===== src/rtl/cpu_defs.sv =====
// Shared definitions for the EXE-stage HI/LO unit: divider state encoding,
// operand width and the bit positions of the packed quotient/remainder result.
package cpu_defs;

   typedef enum logic [1:0] {
      IDLE = 2'd0,
      BUSY = 2'd1,
      DONE = 2'd2
   } div_state_t;

   localparam int DIV_WIDTH = 32;

   localparam int DIV_Q_MSB = 2 * DIV_WIDTH - 1;
   localparam int DIV_Q_LSB = DIV_WIDTH;
   localparam int DIV_R_MSB = DIV_WIDTH - 1;
   localparam int DIV_R_LSB = 0;

endpackage


===== src/rtl/iter_div.sv =====
// Iterative radix-2 restoring divider. Takes one dividend/divisor pair per
// WIDTH+2 cycles and returns {quotient, remainder} with a single-cycle valid pulse.
module iter_div
   import cpu_defs::*;
#(
   parameter bit SIGNED = 1'b0,
   parameter int WIDTH  = DIV_WIDTH
) (
   input  logic                 clk,
   input  logic                 reset,
   input  logic                 s_axis_dividend_tvalid,
   output logic                 s_axis_dividend_tready,
   input  logic [WIDTH-1:0]     s_axis_dividend_tdata,
   input  logic                 s_axis_divisor_tvalid,
   output logic                 s_axis_divisor_tready,
   input  logic [WIDTH-1:0]     s_axis_divisor_tdata,
   output logic                 m_axis_dout_tvalid,
   output logic [2*WIDTH-1:0]   m_axis_dout_tdata
);

   localparam int CW = (WIDTH > 1) ? $clog2(WIDTH) : 1;

   div_state_t         r_state;
   div_state_t         w_nextState;
   logic [CW-1:0]      r_count;
   logic [WIDTH:0]     r_rem;
   logic [WIDTH-1:0]   r_dvd;
   logic [WIDTH-1:0]   r_dsr;
   logic [WIDTH-1:0]   r_quo;
   logic               r_qNeg;
   logic               r_rNeg;
   logic [2*WIDTH-1:0] r_dout;

   logic               w_ready;
   logic               w_valid;
   logic               w_accept;
   logic               w_last;
   logic               w_dvdNeg;
   logic               w_dsrNeg;
   logic [WIDTH-1:0]   w_dvdMag;
   logic [WIDTH-1:0]   w_dsrMag;
   logic [WIDTH:0]     w_shift;
   logic [WIDTH+1:0]   w_diff;
   logic               w_fits;
   logic [WIDTH-1:0]   w_qNext;
   logic [WIDTH-1:0]   w_rNext;

   // Operand magnitudes; the most negative value maps onto itself, which is the
   // correct unsigned magnitude and gives the wrapping overflow result.
   always_comb begin
      w_dvdNeg = SIGNED && s_axis_dividend_tdata[WIDTH-1];
      w_dsrNeg = SIGNED && s_axis_divisor_tdata[WIDTH-1];
      w_dvdMag = w_dvdNeg ? -s_axis_dividend_tdata : s_axis_dividend_tdata;
      w_dsrMag = w_dsrNeg ? -s_axis_divisor_tdata  : s_axis_divisor_tdata;
   end

   // One restoring step; a zero divisor always fits, yielding q = all ones, r = |dividend|.
   always_comb begin
      w_shift = {r_rem[WIDTH-1:0], r_dvd[WIDTH-1]};
      w_diff  = {1'b0, w_shift} - {2'b00, r_dsr};
      w_fits  = ~w_diff[WIDTH+1];
      w_qNext = {r_quo[WIDTH-2:0], w_fits};
      w_rNext = w_fits ? w_diff[WIDTH-1:0] : w_shift[WIDTH-1:0];
      w_last  = (r_count == CW'(WIDTH - 1));
   end

   always_ff @(posedge clk) begin
      if (reset) begin
         r_state <= IDLE;
      end else begin
         r_state <= w_nextState;
      end
   end

   // Handshake outputs decode only state and reset, so reset wins in any cycle.
   always_comb begin
      w_nextState = r_state;
      w_ready     = 1'b0;
      w_valid     = 1'b0;
      w_accept    = 1'b0;
      unique case (r_state)
         IDLE: begin
            w_ready  = ~reset;
            w_accept = s_axis_dividend_tvalid && s_axis_divisor_tvalid;
            if (w_accept) begin
               w_nextState = BUSY;
            end
         end
         BUSY: begin
            if (w_last) begin
               w_nextState = DONE;
            end
         end
         DONE: begin
            w_valid     = ~reset;
            w_nextState = IDLE;
         end
         default: begin
            w_nextState = IDLE;
         end
      endcase
   end

   // The sign-fixed result is loaded on the final iteration so it is ready in DONE,
   // and it then holds until the next result or a reset.
   always_ff @(posedge clk) begin
      if (reset) begin
         r_count <= '0;
         r_rem   <= '0;
         r_dvd   <= '0;
         r_dsr   <= '0;
         r_quo   <= '0;
         r_qNeg  <= 1'b0;
         r_rNeg  <= 1'b0;
         r_dout  <= '0;
      end else if (w_accept) begin
         r_count <= '0;
         r_rem   <= '0;
         r_dvd   <= w_dvdMag;
         r_dsr   <= w_dsrMag;
         r_quo   <= '0;
         r_qNeg  <= w_dvdNeg ^ w_dsrNeg;
         r_rNeg  <= w_dvdNeg;
      end else if (r_state == BUSY) begin
         r_rem   <= w_fits ? w_diff[WIDTH:0] : w_shift;
         r_quo   <= w_qNext;
         r_dvd   <= {r_dvd[WIDTH-2:0], 1'b0};
         r_count <= r_count + CW'(1);
         if (w_last) begin
            r_dout <= {(r_qNeg ? -w_qNext : w_qNext), (r_rNeg ? -w_rNext : w_rNext)};
         end
      end
   end

   assign s_axis_dividend_tready = w_ready;
   assign s_axis_divisor_tready  = w_ready;
   assign m_axis_dout_tvalid     = w_valid;
   assign m_axis_dout_tdata      = r_dout;

endmodule

===== config.mk =====
export PLATFORM = sky130hd
export DESIGN_NAME = iter_div
export DESIGN_NICKNAME = d
export VERILOG_FILES = /design/src/rtl/cpu_defs.sv /design/src/rtl/iter_div.sv
export SDC_FILE = /design/constraint.sdc
export NUM_CORES = 1
export LEC_CHECK = 0
export BUFFER_PORTS_ARGS = -buffer_cell sky130_fd_sc_hd__buf_2
export CAP_MARGIN = 30
export CORE_UTILIZATION = 50
export CTS_BUF_LIST = sky130_fd_sc_hd__clkbuf_4 sky130_fd_sc_hd__clkbuf_8
export DETAILED_ROUTE_END_ITERATION = 6
export PLACE_DENSITY = 0.8
export SLEW_MARGIN = 20
export SYNTH_ARGS = -nofsm -noshare
export SYNTH_HDL_FRONTEND = slang
export SYNTH_SLANG_ARGS = --single-unit
export TNS_END_PERCENT = 10

===== constraint.sdc =====
create_clock -name clk -period 2.49 [get_ports clk]
set_clock_uncertainty 0.1 [all_clocks]
set_input_delay 0.3735 -clock clk [delete_from_list [all_inputs] [get_ports clk]]
set_output_delay 0.3735 -clock clk [all_outputs]
set_load 0.02 [all_outputs]

# --- After elaboration in Yosys (flattened, before gate mapping) ---
# Index checks and enable logic that the tools add are counted.
word_totals:
  inputBits: 68
  mem_bits_ro: 0
  latch_bits: 0
  elab_cells: 33
  mem_count: 0
  out_inout_bits: 67
  reg_bits: 198
  mem_bits_rw: 0
op_classes:
  reduce_logical: 6
  multipliers: 0
  muxes: 10
  bitwise_logic: 3
  shifts: 0
  order_cmp: 0
  addsub: 2
  eq_ne: 5
  div: 0
op_table:
  columns: ["operator", "count"]
  rows:
  - ["$mux 32", 4]
  - ["$sub 33x32->34", 1]
  - ["$add 5x1->5 const B", 1]
  - ["$eq 5x5->1 const B", 1]
  - ["$mux 2", 2]
  - ["$ne 2x2->1 const B", 2]
  - ["$pmux 2 s2", 1]
  - ["$mux 1", 3]
  - ["$not 1->1", 3]
  - ["$reduce_and 3->1", 1]
  - ["$eq 2x1->1 const B", 1]
  - ["$eq 2x2->1 const B", 1]
  - ["$logic_not 2->1", 1]
  - ["$reduce_and 2->1", 1]
  - ["$reduce_bool 2->1", 1]
  - ["$reduce_or 2->1", 1]
  - ["$logic_and 1x1->1", 1]

# --- Longest topological paths before layout ---
# Gate-level depths: netlist of run 1.
logic_depth:
  ltp_word: 4
  mapped_depth: 14
  ltp_nobuf: 13

# --- Worst setup path after synthesis of run 1 ---
# OpenSTA, ideal clock, no wires.
synth_timing:
  kind: "flip-flop to flip-flop"
  from: "reg r_dvd[31]"
  to: "reg r_dout[30], in the netlist m_axis_dout_tdata[30]"
  synth_period_minus_slack_ns: 2.763
  n_path_buf: 0
  setup_slack_ns: -0.273
  required_ns: 2.270
  arrival_time_ns: 2.544
  setup_ns: 0.120
  stages_incl_launch_ff: 14
  cell_sequence: "dfxtp_1 -> inv_1 -> ha_1 -> inv_1 -> fa_1 -> a21o_1 -> a311oi_1 -> nor3_1 -> nor4_1 -> nor3_1 -> a21oi_1 -> nor3b_1 -> nor3_1 -> o31a_1"
synth_via:
  elab_chain_cells: 2
synth_lines:
  columns: ["element", "line_no", "rtl"]
  rows:
  - ["from (decl)", "iter_div.sv:27", "logic [WIDTH-1:0] r_dvd;"]
  - ["from (signal assigned)", "iter_div.sv:119", "r_dvd <= w_dvdMag;"]
  - ["from (signal assigned)", "iter_div.sv:127", "r_dvd <= {r_dvd[WIDTH-2:0], 1'b0};"]
  - ["$sub 33x32->34", "iter_div.sv:60", "w_diff = {1'b0, w_shift} - {2'b00, r_dsr};"]
  - ["$mux 32", "iter_div.sv:63", "w_rNext = w_fits ? w_diff[WIDTH-1:0] : w_shift[WIDTH-1:0];"]
  - ["to (signal assigned)", "iter_div.sv:130", "r_dout <= {(r_qNeg ? -w_qNext : w_qNext), (r_rNeg ? -w_rNext : w_rNext)};"]
  - ["to (decl)", "iter_div.sv:32", "logic [2*WIDTH-1:0] r_dout;"]
# No other way between the ends.
# A chain may end at the register's enable or synchronous reset.

# --- Worst setup path in the final report of run 1 ---
layout_timing:
  from: "reg r_dvd[31]"
  to: "reg r_dout[12], in the netlist m_axis_dout_tdata[12]"
# Same word-level chain as after synthesis.

==> run metrics, run 1 <==
Post-Syn Nets=1268; clk_lat worst skew=0.50 ns; Via density=5.59; I/O pins=135; top cells by area, synth=dfxtp_1 43%, nand2_1 10%, a21oi_1 10%; Routed WL=25200 um; crit path launch type=flip-flop; Synth area leader=dfxtp_1; status=finished, violations left; Slew Limit Headroom=0.516; Worst-Margin Slew=0.724 ns; Required @ worst endpoint=2.77 ns; layout cells sized above 1=0.318; Die Height=137 um; most frequent cells after synthesis=254 x nand2_1, 198 x dfxtp_1, 185 x a21oi_1; top-area cell type share of the netlist area=0.433; flop and latch count out of synthesis=198; WS Path Type=reg2reg; number of synthesized flops with an enable pin=0; Leakage=0.00483 uW; asr flop ratio synth=0; endpoints failing hold=0; CP Max Fanout=2; min setup slack post-route=-0.286 ns; violated checks=setup timing; Post-DRT Antenna Nets=0; FMAX=360 MHz; mapped cell area=0.00915 mm2; die area=0.0188 mm2; Reg clk slew, reported paths=0.11 ns; root buffer cell=clkbuf_8; max_cap viols=0; Syn Area/Cell=7.85 um2; Worst EP arrival=3.06 ns; Global Route Usage Sum=0.261; Rows=49; Initial Utilization=0.509; Hold Path Class=in2reg; detailed-route wire length per cell=15.7 um; DRC=0; PD cells=720 mW/mm2; Critical Path Sink Type=flip-flop; GR Overflow Total=0; DR vias=8993; most numerous cell in the Yosys netlist=nand2_1; First DRT Iteration DRCs=654; Antenna Diode Count=0; CTS buffer count=17; setup violators final=66; Placed Instances=1562; total power=8590 uW; I/O Buffers=134; number of global-route vias before repair=8063; TritonCTS clock tree=built; placer congestion estimate=0.931; hold_sp=s_axis_divisor_tdata[9]; clk buf depth=2; hpwl dp=16600 um; nets@finish=1470; worst vdd ir=0.565 mV; Syn. warnings=0; global-route wire length before repair=39000 um; Clock Sinks=198; DRT Pass-1 Iters=6; Slew Viols, Final=0; Layout area overhead=30.4%; antenna violations before repair=0; Die Span X=137 um; RSZ-0062 raised after global routing=true; sequential area share after synthesis=0.433; H-tree depth=4; part of the cycle the worst path needs=1.11; min Tclk post-route=2.78 ns; crit path from=r_dvd[31]$_SDFFE_PP0P_; pin count of the biggest net entering global routing=68; count of cell types in the netlist=54; worst reg2reg path startpoint=r_dvd[31]$_SDFFE_PP0P_; Top FF cell, synth=dfxtp_1; Non-Filler Instances=1608; Post-Syn Instances=1165; area of the core=0.0180 mm2
==> placed cells by master, fill, tap and decap left out, types with 11 or more instances in the layout <==
cell type | netlist | layout
a21o_1 | 13 | 13
dfxtp_1 | 198 | 183
dfxtp_2 | 0 | 15
xnor2_1 | 18 | 17
a21oi_2 | 0 | 11
o21ai_0 | 45 | 38
nor3_1 | 22 | 17
a21oi_1 | 185 | 171
a22oi_1 | 32 | 32
buf_4 | 2 | 116
buf_2 | 5 | 133
a211oi_1 | 18 | 15
ha_1 | 34 | 22
inv_1 | 40 | 33
clkbuf_8 | 0 | 19
nor2_1 | 90 | 72
nor2_2 | 0 | 14
nand2_1 | 254 | 247
==> sequential cells by signal, summed over array words and instances (netlist names) <==
signal and cells:
r_quo 31, m_axis_dout_tdata 64, r_dsr 32, r_state 2, r_rem 32, r_count 5, r_dvd 32
==> what timing repair did <==
item                                    4_1_cts  5_1_grt
buffers inserted                              5        6
cloned                                        1        1
endpoints found under the hold margin         2        0
endpoints found under the setup margin       66       66
pin swaps                                    46       32
gates resized for setup                      81       70
hold buffers                                  2        0
==> worst max-delay path, cell delays in order, from the launching register on <==
cell and delay (ns):
dfxtp_2 0.34, inv_2 0.06, ha_4 0.12, inv_2 0.04, fa_2 0.34, a21o_1 0.22, buf_6 0.12, a31o_4 0.22
a21oi_4 0.18, o31ai_4 0.07, a311oi_2 0.28, nor2_1 0.09, mux2_4 0.30, nor2_4 0.12, nor3_2 0.06
==> metrics by stage <==
step | setup WS (ns) | instance area, um2 | TNS, ns | hold WS [ns] | util
after floorplan | -0.120 | 9180 | -2.61 | 0.332 | -
after global placement | -0.436 | 10700 | -12.95 | 0.340 | 0.598
after detailed placement | -0.430 | 10800 | -17.67 | 0.345 | 0.599
after CTS | -0.212 | 11600 | -9.21 | 0.000867 | 0.644
after global routing | -0.426 | 11900 | -19.64 | 0.0122 | 0.664
final | -0.286 | 11900 | -10.35 | 0.00956 | 0.664
==> where the power goes <==
part	total [uW]	switching (uW)	internal, uW
clock	2070	1270	794
combinational	3190	1620	1570
sequential	3330	68.9	3260
total	8590	2960	5630
==> path summary, 6_finish.rpt <==
path                                         to  slack (ns)  cells after the start
max          m_axis_dout_tdata[12]$_SDFFE_PP0P_       -0.29                     14
min                       r_dsr[9]$_SDFFE_PP0P_        0.01                      3
max reg2reg  m_axis_dout_tdata[12]$_SDFFE_PP0P_       -0.29                     14
min reg2reg               r_dvd[1]$_SDFFE_PP0P_        0.36                      2
==> logic make-up after synthesis <==
logic type,after synthesis,share of synthesized area
AO/OA/AOI/OAI,350,0.227
flip-flops,198,0.433
XOR/XNOR,29,0.0278
AND/OR/NAND/NOR,409,0.184
multiplexers,20,0.0252
adder cells (fa/ha/maj),35,0.0487
buffers and inverters,124,0.0548
==> per-layer routing <==
layer  routed length, um  global-route usage
met5                   0                   0
met4                 552              0.0946
met3                1570              0.0423
met2               12100               0.433
met1               11000               0.340
==> cell type report <==
| cell class | count | area [um2] |
|---|---|---|
| fillers | 1477 | 6030 |
| multi-input cells | 843 | 5290 |
| flip-flops and latches | 198 | 3980 |
| repair buffers | 267 | 1830 |
| well taps | 229 | 287 |
| clock buffers | 19 | 262 |
| inverters | 40 | 150 |
| clock inverters | 12 | 133 |
(Power assumes the default switching activity.)
==> inputs of run 2 (changes only) <==
PLACE_DENSITY = 0.77   (was 0.8)
==> run 2 against run 1 <==
- cell count about the same
- flip-flop and latch count did not move
- critical path depth unchanged
- the run still ends with setup timing left
- sequential power hardly changed
- fmax rose by 1.2%
- core utilization decreased by 0.79 points
- global-route usage decreased by 0.58 points
- die area did not move
- largest cell class unchanged
- power down 2.6%
- critical endpoint unchanged
==> run metrics, run 2 (synthesis gave the netlist of run 1 again) <==
status=finished, violations left; violated checks=setup timing; Reg clk slew, reported paths=0.11 ns; Rows=49; part of the cycle the worst path needs=1.10; min setup slack post-route=-0.253 ns; endpoints failing hold=0; Post-DRT Antenna Nets=0; CP cell instances=inv_2 -> ha_4 -> inv_2 -> fa_2 -> a21o_1 -> buf_4 -> a31o_2 -> a21oi_2 -> o31ai_1 -> a311oi_1 -> nor2_1 -> mux2_4 -> nor2_1 -> nor3_1; GR Overflow Total=0; TritonCTS clock tree=built; Hold Path Cell Cnt=3; I/O Buffers=134; max reg flops=64; Via density=5.44; First DRT Iteration DRCs=601; clk buf depth=2; worst vdd ir=0.588 mV; min Tclk post-route=2.74 ns; Initial Utilization=0.509; placer congestion estimate=0.901; DR vias=8756; cell family with most CP delay=compound AO/OA/AOI/OAI gates; Die Span X=137 um; number of global-route vias before repair=7827; crit path launch type=flip-flop; Die Height=137 um; DRC=0; layout cells sized above 1=0.287; Leakage=0.00482 uW; Worst path depth=14; nets@finish=1470; PD cells=710 mW/mm2; max_cap viols=0; detailed-route wire length per cell=14.9 um; commonest non-fill, non-tap cell in the layout=nand2_1; global-route wire length before repair=38100 um; worst reg2reg path startpoint=r_dvd[31]$_SDFFE_PP0P_; Antenna Diode Count=0; FMAX=365 MHz; critical path buffer and inverter count=3; CP Max Fanout=2; Hold Path Class=in2reg; pin count of the biggest net entering global routing=63; Worst EP arrival=3.00 ns; Placed Instances=1561; Worst Reg-to-Reg Cells=14; area of the core=0.0180 mm2; hold_sp=s_axis_divisor_tdata[20]; CTS buffer count=17; Clock Sinks=198; Routed WL=23900 um; RR Endpoint=m_axis_dout_tdata[12]$_SDFFE_PP0P_; Worst path slowest cell=dfxtp_2; root buffer cell=clkbuf_8; post-route setup TNS=-6.36 ns; FF-to-FF setup slack=-0.25 ns; Largest stage delay, worst path=0.34 ns; I/O pins=135; Critical Path Sink Type=flip-flop; DRT Pass-1 Iters=4; hpwl dp=16200 um; setup violators final=56; Worst-Margin Slew=0.687 ns; Non-Filler Instances=1609; RSZ-0062 raised after global routing=true; antenna violations before repair=0; WS Path Type=reg2reg; die area=0.0188 mm2; hold path endpoint=r_dsr[20]$_SDFFE_PP0P_; Global Route Usage Sum=0.255; H-tree depth=4; clk_lat worst skew=0.49 ns; Layout area overhead=28.9%; Fillers=1518; Slew Viols, Final=0; Slew Limit Headroom=0.541; most frequent cells in the layout=252 x nand2_1, 186 x dfxtp_1, 171 x a21oi_1, 133 x buf_2, 113 x buf_4; Required @ worst endpoint=2.75 ns
[run 2: cell types whose count changed in the layout (fill, tap and decap cells not counted), moves of 4 or more]
cell           before  now
buf_6               6    1
dlygate4sd3_1       2   13
inv_1              33   37
inv_2               7    3
mux2_2              0    4
mux2_4              9    5
mux2i_1             2    8
mux2i_2             6    1
nand2_1           247  252
nand2_2             7    2
nor2_1             72   87
nor2_2             14    2
o21ai_1             6   10
[run 2: area by class of cell]
type	instances	area, um2	share of cell area
multi-input combinational	843	5150	0.437
sequential	198	3980	0.337
clock inverter	15	198	0.0168
tap	229	287	0.0243
inverter	40	150	0.0127
timing repair buffer	267	1800	0.152
clock buffer	17	234	0.0198
[run 2: metal layers]
metal  track usage  part of all wire  wire, um
met5             0                 0         0
met4        0.0812             0.018       442
met3        0.0430             0.040       961
met2         0.413              0.48     11400
met1         0.343              0.46     11100
[run 2: worst max-delay path by stage]
stage | from | end
finish | r_dvd[31]$_SDFFE_PP0P_ | m_axis_dout_tdata[12]$_SDFFE_PP0P_
global placement | r_dvd[31]$_SDFFE_PP0P_ | m_axis_dout_tdata[24]$_SDFFE_PP0P_
detailed placement | r_dvd[31]$_SDFFE_PP0P_ | m_axis_dout_tdata[24]$_SDFFE_PP0P_
CTS | r_dvd[31]$_SDFFE_PP0P_ | m_axis_dout_tdata[26]$_SDFFE_PP0P_
floorplan | r_dsr[26]$_SDFFE_PP0P_ | m_axis_dout_tdata[13]$_SDFFE_PP0P_
global route | r_dvd[31]$_SDFFE_PP0P_ | m_axis_dout_tdata[26]$_SDFFE_PP0P_
[run 2: timing repair]
action | 4_1_cts | 5_1_grt
resized for setup | 63 | 39
pin swaps | 46 | 15
setup endpoints to repair | 65 | 65
hold endpoints to repair | 12 | 1
buffers inserted | 1 | 2
hold buffers | 12 | 1
[run 2: where the power goes]
part | internal (uW) | switching (uW)
Combinational | 1360 | 1500
Sequential | 3260 | 65.3
Clock | 795 | 1390
Total | 5420 | 2950
[run 2: worst register-to-register path, delay by kind of cell (launching register included)]
family / cells / cell delay (ns)
compound gates: 5 / 1.03
fa+ha+maj: 2 / 0.46
flops: 1 / 0.34
mux: 1 / 0.28
buf+inv: 3 / 0.24
simple gates: 3 / 0.21
[run 2: per-stage QoR]
step	hold WS [ns]	setup slack (ns)	total power [uW]	instance area [um2]	utilization
after floorplan	0.332	-0.120	4960	9180	-
after detailed placement	0.343	-0.427	5810	10800	0.599
final	0.0146	-0.253	8370	11800	0.656
after global routing	0.00118	-0.404	8800	11800	0.656
after global placement	0.339	-0.389	5780	10800	0.599
after CTS	0.000866	-0.353	8170	11600	0.643
